### config.mk
export PLATFORM = sky130hd
export DESIGN_NAME = mic_frame_tx
export DESIGN_NICKNAME = d
export VERILOG_FILES = /design/src/rtl/mic_frame_tx.sv
export SDC_FILE = /design/constraint.sdc
export NUM_CORES = 1
export LEC_CHECK = 0
export ABC_AREA = 1
export CORE_ASPECT_RATIO = 0.5
export CORE_MARGIN = 2
export CORE_UTILIZATION = 35
export CTS_CLUSTER_SIZE = 28
export DETAILED_ROUTE_END_ITERATION = 12
export DONT_BUFFER_PORTS = 1
export PLACE_DENSITY_LB_ADDON = 0.3
export SYNTH_ARGS = -nofsm -noshare
export SYNTH_HDL_FRONTEND = slang
export SYNTH_SLANG_ARGS = --single-unit
### constraint.sdc
create_clock -name clk -period 3.5 [get_ports clk]
set_clock_uncertainty 0.15 [all_clocks]
set_input_delay 0.7 -clock clk [delete_from_list [all_inputs] [get_ports clk]]
set_output_delay 0.7 -clock clk [all_outputs]
set_load 0.02 [all_outputs]
### src/rtl/mic_frame_tx.sv
// mic_frame_tx: drains one frame of mic bytes from the capture FIFO and emits
// it as an Ethernet II frame (preamble .. FCS) on a byte-wide GMII-style port.
module mic_frame_tx #(
  parameter int          PAYLOAD_LEN = 1200,
  parameter logic [47:0] DST_MAC     = 48'hFFFFFFFFFFFF,
  parameter logic [47:0] SRC_MAC     = 48'h020000000001,
  parameter logic [15:0] ETHERTYPE   = 16'h88B5,
  parameter int          IFG_LEN     = 12
) (
  input  logic       clk,
  input  logic       reset,
  input  logic       fullEn,
  input  logic [7:0] data,
  output logic       enable,
  output logic [7:0] txData,
  output logic       txEn,
  output logic       busy
);

  localparam logic [10:0] PAY_LAST = 11'(PAYLOAD_LEN - 1);
  localparam logic [10:0] RD_LIM   = 11'(PAYLOAD_LEN - 2);
  localparam logic [10:0] IFG_LAST = 11'(IFG_LEN - 1);
  localparam logic [31:0] CRC_POLY = 32'hEDB88320;

  typedef enum logic [3:0] {
    IDLE, PRE, SFD, DST, SRC, TYPE, SEQ, PAY, FCS, IFG
  } state_e;

  state_e      state_q, state_d;
  logic [10:0] cnt_q, cnt_d;
  logic        enable_q, enable_d;
  logic [7:0]  tx_data_q, tx_data_d;
  logic        tx_en_q, tx_en_d;
  logic        busy_q, busy_d;
  logic [15:0] seq_q, seq_d;
  logic [31:0] crc_q, crc_d;
  logic [31:0] crc_upd;
  logic [31:0] fcs_src;

  function automatic logic [31:0] crc_step(input logic [31:0] c, input logic [7:0] b);
    logic [31:0] r;
    r = c ^ {24'h0, b};
    for (int i = 0; i < 8; i++) r = r[0] ? ((r >> 1) ^ CRC_POLY) : (r >> 1);
    return r;
  endfunction

  function automatic logic [7:0] mac_byte(input logic [47:0] m, input logic [2:0] i);
    case (i)
      3'd0:    return m[47:40];
      3'd1:    return m[39:32];
      3'd2:    return m[31:24];
      3'd3:    return m[23:16];
      3'd4:    return m[15:8];
      default: return m[7:0];
    endcase
  endfunction

  // state register
  always_ff @(posedge clk) begin
    if (reset) begin
      state_q <= IDLE;
      cnt_q   <= '0;
    end else begin
      state_q <= state_d;
      cnt_q   <= cnt_d;
    end
  end

  // next state: cnt_q indexes the byte within the current field
  always_comb begin
    state_d = state_q;
    cnt_d   = cnt_q + 11'd1;
    case (state_q)
      IDLE: begin
        cnt_d = '0;
        if (fullEn) state_d = PRE;
      end
      PRE:  if (cnt_q == 11'd6) begin state_d = SFD; cnt_d = '0; end
      SFD:  begin state_d = DST; cnt_d = '0; end
      DST:  if (cnt_q == 11'd5) begin state_d = SRC; cnt_d = '0; end
      SRC:  if (cnt_q == 11'd5) begin state_d = TYPE; cnt_d = '0; end
      TYPE: if (cnt_q == 11'd1) begin state_d = SEQ; cnt_d = '0; end
      SEQ:  if (cnt_q == 11'd1) begin state_d = PAY; cnt_d = '0; end
      PAY:  if (cnt_q == PAY_LAST) begin state_d = FCS; cnt_d = '0; end
      FCS:  if (cnt_q == 11'd3) begin state_d = IFG; cnt_d = '0; end
      IFG:  if (cnt_q == IFG_LAST) begin state_d = IDLE; cnt_d = '0; end
      default: begin state_d = IDLE; cnt_d = '0; end
    endcase
  end

  // outputs are computed for the upcoming cycle, so they decode state_d/cnt_d
  always_comb begin
    tx_data_d = 8'h00;
    tx_en_d   = 1'b0;
    enable_d  = 1'b0;
    busy_d    = (state_d != IDLE);
    seq_d     = seq_q;
    crc_upd   = crc_step(crc_q, tx_data_q);
    crc_d     = crc_q;
    // first FCS byte is emitted while the last payload byte is still being folded in
    fcs_src   = (cnt_d == '0) ? ~crc_upd : ~crc_q;

    if (state_q == IDLE) crc_d = '1;
    else if (state_q inside {DST, SRC, TYPE, SEQ, PAY}) crc_d = crc_upd;

    if (state_q == FCS && cnt_q == 11'd3) seq_d = seq_q + 16'd1;

    case (state_d)
      PRE:  begin tx_en_d = 1'b1; tx_data_d = 8'h55; end
      SFD:  begin tx_en_d = 1'b1; tx_data_d = 8'hD5; end
      DST:  begin tx_en_d = 1'b1; tx_data_d = mac_byte(DST_MAC, cnt_d[2:0]); end
      SRC:  begin tx_en_d = 1'b1; tx_data_d = mac_byte(SRC_MAC, cnt_d[2:0]); end
      TYPE: begin
        tx_en_d   = 1'b1;
        tx_data_d = cnt_d[0] ? ETHERTYPE[7:0] : ETHERTYPE[15:8];
      end
      SEQ: begin
        tx_en_d   = 1'b1;
        enable_d  = 1'b1;
        tx_data_d = cnt_d[0] ? seq_q[7:0] : seq_q[15:8];
      end
      PAY: begin
        // reads run two cycles ahead of the byte on the wire
        tx_en_d   = 1'b1;
        enable_d  = (cnt_d < RD_LIM);
        tx_data_d = data;
      end
      FCS: begin
        tx_en_d = 1'b1;
        case (cnt_d[1:0])
          2'd0:    tx_data_d = fcs_src[7:0];
          2'd1:    tx_data_d = fcs_src[15:8];
          2'd2:    tx_data_d = fcs_src[23:16];
          default: tx_data_d = fcs_src[31:24];
        endcase
      end
      default: ;
    endcase
  end

  always_ff @(posedge clk) begin
    if (reset) begin
      enable_q  <= 1'b0;
      tx_data_q <= 8'h00;
      tx_en_q   <= 1'b0;
      busy_q    <= 1'b0;
      seq_q     <= 16'h0000;
      crc_q     <= 32'hFFFFFFFF;
    end else begin
      enable_q  <= enable_d;
      tx_data_q <= tx_data_d;
      tx_en_q   <= tx_en_d;
      busy_q    <= busy_d;
      seq_q     <= seq_d;
      crc_q     <= crc_d;
    end
  end

  assign enable = enable_q;
  assign txData = tx_data_q;
  assign txEn   = tx_en_q;
  assign busy   = busy_q;

endmodule

==> results of run 1 <==
## layout make-up
cell class	count	area share, %
clock buffers	9	3.95
clock inverters	7	2.48
inverters	103	6.79
multi-input cells	570	55.6
flip-flops and latches	74	26.0
well taps	198	4.35
repair buffers	6	0.791
## cell usage in the layout (no fill, tap or decap), types with 11 or more instances in the layout
master,count
o21ai_0,29
nor3_1,21
nor2_1,71
xnor2_1,23
inv_1,90
a21oi_1,29
dfxtp_1,74
o211ai_1,35
nand2_1,195
inv_2,12
nor2_2,11
nand3_1,41
xor2_1,53
## flip-flops by register name (all words and copies together) (netlist names)
signal and flops:
cnt_q 11, seq_q 16, state_q 4, txData 8, txEn 1, busy 1, crc_q 32, enable 1
## per-stage QoR
| stage | total power (W) | cells | hold slack, ps |
|---|---|---|---|
| global placement | 0.00118 | 951 | 283 |
| floorplan | 0.00112 | 767 | 272 |
| CTS | 0.00234 | 967 | 269 |
| finish | 0.00232 | 967 | 284 |
| global route | 0.00240 | 967 | 264 |
| detailed placement | 0.00118 | 951 | 293 |
## cell families after synthesis
kind of cell | share of synthesized area, %
buffers and inverters | 9.48
adder cells (fa/ha/maj) | 0.975
flip-flops | 28.9
AND/OR/NAND/NOR | 30.8
AO/OA/AOI/OAI | 15.2
XOR/XNOR | 14.7
## routing by layer
metal | routed length [um] | up-vias | share of wire (%)
met3 | 848 | 24 | 5.9
met1 | 7210 | 2192 | 50
met4 | 305 | 0 | 2.1
li1 | - | 2455 | -
met5 | 0 | - | 0
met2 | 6090 | 139 | 42
## cell usage after synthesis (12+ instances only)
cell type	number	area [um2]
a21oi_1	29	145
dfxtp_1	74	1480
inv_1	90	338
inv_2	12	45.0
nand2_1	195	732
nand3_1	41	205
nor2_1	72	270
nor3_1	21	105
o211ai_1	35	263
o21ai_0	29	145
xnor2_1	23	201
xor2_1	53	464
## report_power, final
group          total, W  leakage (nW)  switching (W)  internal (W)
Sequential     0.000868         0.600      0.0000175      0.000851
Clock           0.00115         0.176       0.000385      0.000769
Combinational  0.000299          1.81       0.000193      0.000106
## final timing paths
path                                 to  cells after the start
hold reg to reg   seq_q[8]$_SDFFE_PP0P_                      1
setup / recovery   txData[6]$_SDFF_PP0_                     11
hold / removal    seq_q[3]$_SDFFE_PP0P_                      1
setup reg to reg   txData[6]$_SDFF_PP0_                     11
## worst reg2reg max path, delay by kind of cell, from the launching register on
family	cells	cell delay, ps
flops	1	420
compound gates	3	540
simple gates	5	730
fa+ha+maj	1	640
buf+inv	2	460
==> impl_metrics.env, run 1 <==
export IMPL_outcome="completed"
export IMPL_drive_gt1_share_pct=9.88
export IMPL_drt_total_wl_um=14500
export IMPL_ctsHoldBuffers=0
export IMPL_cap_viol_max_count=0
export IMPL_nFillCells=1494
export IMPL_multi_input_area_um2=3170
export IMPL_grt_total_usage_pct=18.8
export IMPL_critPathBufInv=2
export IMPL_syn_avg_cell_area_um2=6.69
export IMPL_dr_pass1_iters=5
export IMPL_gp_congestion=0.969
export IMPL_dieArea_um2=15700
export IMPL_vias=4810
export IMPL_clock_path_buffers=2
export IMPL_setup_viol=0
export IMPL_crit_type="flip-flop to flip-flop"
export IMPL_dpl_instance_area_um2=5330
export IMPL_hpwl_um=10700
export IMPL_min_path_type="input port to flip-flop"
export IMPL_grt_max_degree=33
export IMPL_diodes=0
export IMPL_root_buffer="clkbuf_16"
export IMPL_cts_setup_buffers=0
export IMPL_drtIter0Drc=501
export IMPL_syn_area_um2=5130
export IMPL_clock_latency_ps=340
export IMPL_rows=31
export IMPL_min_from="reset"
export IMPL_num_nets_final=779
export IMPL_die_w_um=175
export IMPL_start_util_pct=35.7
export IMPL_max_vdd_ir_drop_uv=210
export IMPL_numClockSinks=74
export IMPL_critPathTopFamily="simple AND/OR/NAND/NOR gates"
export IMPL_reg2reg_from="cnt_q[0]$_SDFF_PP0_"
export IMPL_worstPathCellList="clkinv_1 -> ha_1 -> nor2_2 -> o31ai_2 -> nand2_4 -> nor2_8 -> inv_2 -> o21ai_0 -> nand3b_1 -> nand2_1 -> a21oi_2"
export IMPL_cts_tree="built"
export IMPL_synth_edf_count=0
export IMPL_timing_slew_headroom_pct=53.7
export IMPL_synth_cell_types=48
export IMPL_clk_pin_slew_worst_paths_ps=60
export IMPL_core_area_um2=14400
export IMPL_ys_ff_latch=74
export IMPL_cts_htree_levels=3
export IMPL_rsz0062_at_grt="false"
export IMPL_worstSetupStartpoint="cnt_q[0]$_SDFF_PP0_"
export IMPL_start_kind="flip-flop"
export IMPL_crit_path_max_fanout=15
export IMPL_io_pins=22
export IMPL_leakagePower_nw=2.58
export IMPL_cp_slowest_stage_delay_ps=640
export IMPL_reg2reg_slack_ps=440
export IMPL_finalCriticalPeriod_ps=3060
export IMPL_tightest_slew_ps=695
export IMPL_arrival_ps=3130
export IMPL_use_met3_pct=4.42
export IMPL_yosys_most_used_dff="dfxtp_1"
export IMPL_pre_cts_ws_ps=458
export IMPL_met2_usage_pct=28.7
export IMPL_ys_seq_area_share_pct=28.9
export IMPL_final_antenna_net_count=0
export IMPL_synthCells=767
export IMPL_ys_warn_count=0
export IMPL_cp_end_kind="flip-flop"
export IMPL_portBuffers=0
export IMPL_cts_repair_resize_count=0
export IMPL_grt_pass1_vias=4364
export IMPL_post_route_util_pct=39.6
export IMPL_gr_total_overflow=0
export IMPL_cp_slowest_cell="ha_1"
export IMPL_syn_num_nets=782
export IMPL_top_usage_layer="met2"
export IMPL_cts_buffers=9
export IMPL_antenna_found_initial=0
export IMPL_p_per_area_nw_per_um2=408
export IMPL_area_delta_synth_final_pct=10.9
export IMPL_route_detailed_wl_per_inst_um=14.9
export IMPL_avgViaCountPerCell=4.97
export IMPL_drc=0
export IMPL_design_area_um2=5700
export IMPL_die_height_um=89.6
export IMPL_gr_usage_met1_pct=26.3
export IMPL_fin_tns_setup_ps=0
export IMPL_period_share_pct=87.3
export IMPL_hold_viol_final=0
export IMPL_synth_async_reset_ratio_pct=0
export IMPL_fmax_ghz=0.327
export IMPL_drv_slew=0
export IMPL_regArea_um2=1480
export IMPL_crit_required_ps=3570
export IMPL_fin_ws_ps=444
export IMPL_grt_pass1_wl_um=23000
Note: power is estimated with default switching activity, not from simulation.
==> run 2: changes to the inputs <==
REMOVE_ABC_BUFFERS = 1   (was unset)
==> run 2 against run 1 <==
  * Setup slack worse by 12 ps
  * Register-to-register slack about the same
  * Via count up 0.12%
  * Flip-flop and latch count unchanged
  * Count of clock-buffer cells in the layout up 1
  * Sequential share of layout area up 0.22 points
  * Wire length down 2.2%
  * Clock power down 10%
  * Global-route usage down 0.15 points
  * First-iteration DRC count down 34%
  * Final area down 0.86%
  * Final cell count down 0.10%
==> impl_metrics.env, run 2 (synthesis results as in run 1) <==
export IMPL_timing_hold_ws_ps=277
export IMPL_largestRegisters="crc_q: 32 flops, seq_q: 16 flops, cnt_q: 11 flops"
export IMPL_worstPathCellList="clkinv_1 -> ha_1 -> nor2_2 -> o31ai_2 -> nand2_4 -> nor2_8 -> inv_2 -> o21ai_0 -> nand3b_1 -> nand2_1 -> a21oi_2"
export IMPL_critPathBufInv=2
export IMPL_grt_pass1_vias=4427
export IMPL_numClockSinks=74
export IMPL_die_w_um=175
export IMPL_num_nets_final=779
export IMPL_finalCriticalPeriod_ps=3070
export IMPL_period_share_pct=87.6
export IMPL_layout_cells_most_common="nand2_1"
export IMPL_cp_slowest_stage_delay_ps=640
export IMPL_post_route_util_pct=39.2
export IMPL_start_kind="flip-flop"
export IMPL_leakagePower_nw=2.56
export IMPL_cts_setup_buffers=0
export IMPL_grt_total_usage_pct=18.7
export IMPL_clock_latency_ps=350
export IMPL_root_buffer="clkbuf_16"
export IMPL_crit_path_max_fanout=15
export IMPL_vias=4816
export IMPL_ctsHoldBuffers=0
export IMPL_diodes=0
export IMPL_p_per_area_nw_per_um2=388
export IMPL_grt_max_degree=34
export IMPL_cp_end_kind="flip-flop"
export IMPL_rows=31
export IMPL_mostFrequentLayoutCells="195 x nand2_1, 90 x inv_1, 74 x dfxtp_1, 71 x nor2_1, 53 x xor2_1"
export IMPL_antenna_found_initial=0
export IMPL_cts_tree="built"
export IMPL_gp_congestion=0.924
export IMPL_timing_slew_headroom_pct=51.7
export IMPL_rsz0062_at_grt="false"
export IMPL_nFillCells=1519
export IMPL_clock_path_buffers=2
export IMPL_min_path_type="input port to flip-flop"
export IMPL_outcome="completed"
export IMPL_portBuffers=0
export IMPL_drive_gt1_share_pct=9.77
export IMPL_hpwl_um=10600
export IMPL_largest_register="crc_q"
export IMPL_hold_viol_final=0
export IMPL_io_pins=22
export IMPL_drt_total_wl_um=14100
export IMPL_largest_reg_flops=32
export IMPL_crit_required_ps=3580
export IMPL_grt_pass1_wl_um=22800
export IMPL_design_area_um2=5650
export IMPL_crit_type="flip-flop to flip-flop"
export IMPL_final_antenna_net_count=0
export IMPL_start_util_pct=35.7
export IMPL_dpl_instance_area_um2=5330
export IMPL_cap_viol_max_count=0
export IMPL_cts_buffers=9
export IMPL_drv_slew=0
export IMPL_arrival_ps=3150
export IMPL_critPathTopFamily="simple AND/OR/NAND/NOR gates"
export IMPL_cp_slowest_cell="ha_1"
export IMPL_core_area_um2=14400
export IMPL_drc=0
export IMPL_tightest_slew_ps=720
export IMPL_gr_total_overflow=0
export IMPL_cts_repair_resize_count=0
export IMPL_area_delta_synth_final_pct=9.99
export IMPL_drtIter0Drc=330
export IMPL_route_detailed_wl_per_inst_um=14.6
export IMPL_die_height_um=89.6
export IMPL_dr_pass1_iters=5
export IMPL_clk_pin_slew_worst_paths_ps=60
export IMPL_avgViaCountPerCell=4.99
export IMPL_dieArea_um2=15700
export IMPL_setup_viol=0
export IMPL_cts_htree_levels=3
export IMPL_fin_tns_setup_ps=0
export IMPL_max_vdd_ir_drop_uv=223
export IMPL_fmax_ghz=0.326
==> run 2: layer usage <==
metal | global-route usage (%) | wire [um] | up-vias
met5 | 0 | 0 | -
met1 | 24.9 | 6900 | 2230
met3 | 3.49 | 730 | 14
li1 | - | - | 2447
met2 | 31.2 | 6270 | 125
met4 | 5.76 | 230 | 0
==> run 2: final cells by class <==
cell class / instances / area (um2) / share of cell area (%)
sequential: 74 / 1480 / 26.2
clock buffer: 10 / 239 / 4.23
tap: 198 / 248 / 4.39
clock inverter: 5 / 78.8 / 1.40
inverter: 103 / 387 / 6.85
timing repair buffer: 6 / 45.0 / 0.798
multi-input combinational: 570 / 3170 / 56.1
==> run 2: per-stage QoR <==
stage / std cells / worst slack, ps / total power (W)
after floorplan: 747 / 1020 / 0.00111
final: 966 / 432 / 0.00219
after global routing: 966 / 206 / 0.00228
after CTS: 966 / 405 / 0.00220
after global placement: 951 / 485 / 0.00118
after detailed placement: 951 / 435 / 0.00118
==> run 2: final timing paths <==
check	depth (start not counted)	startpoint	slack [ps]	endpoint
max	11	cnt_q[0]$_SDFF_PP0_	430	txData[6]$_SDFF_PP0_
min	1	reset	280	cnt_q[6]$_SDFF_PP0_
max reg2reg	11	cnt_q[0]$_SDFF_PP0_	430	txData[6]$_SDFF_PP0_
min reg2reg	1	seq_q[8]$_SDFFE_PP0P_	300	seq_q[8]$_SDFFE_PP0P_
==> run 2: power by group <==
part / leakage, nW / switching [W] / total, W / internal (W)
sequential: 0.600 / 0.0000175 / 0.000868 / 0.000851
clock: 0.158 / 0.000386 / 0.00103 / 0.000639
combinational: 1.81 / 0.000190 / 0.000297 / 0.000107
==> run 2: worst register-to-register path: cells and delay by family (launching register included) <==
kind / cells / cell delay (ps)
AOI/OAI and AO/OA: 3 / 560
adders and majority gates: 1 / 640
buffers and inverters: 2 / 480
DFF: 1 / 420
and+or+nand+nor: 5 / 710
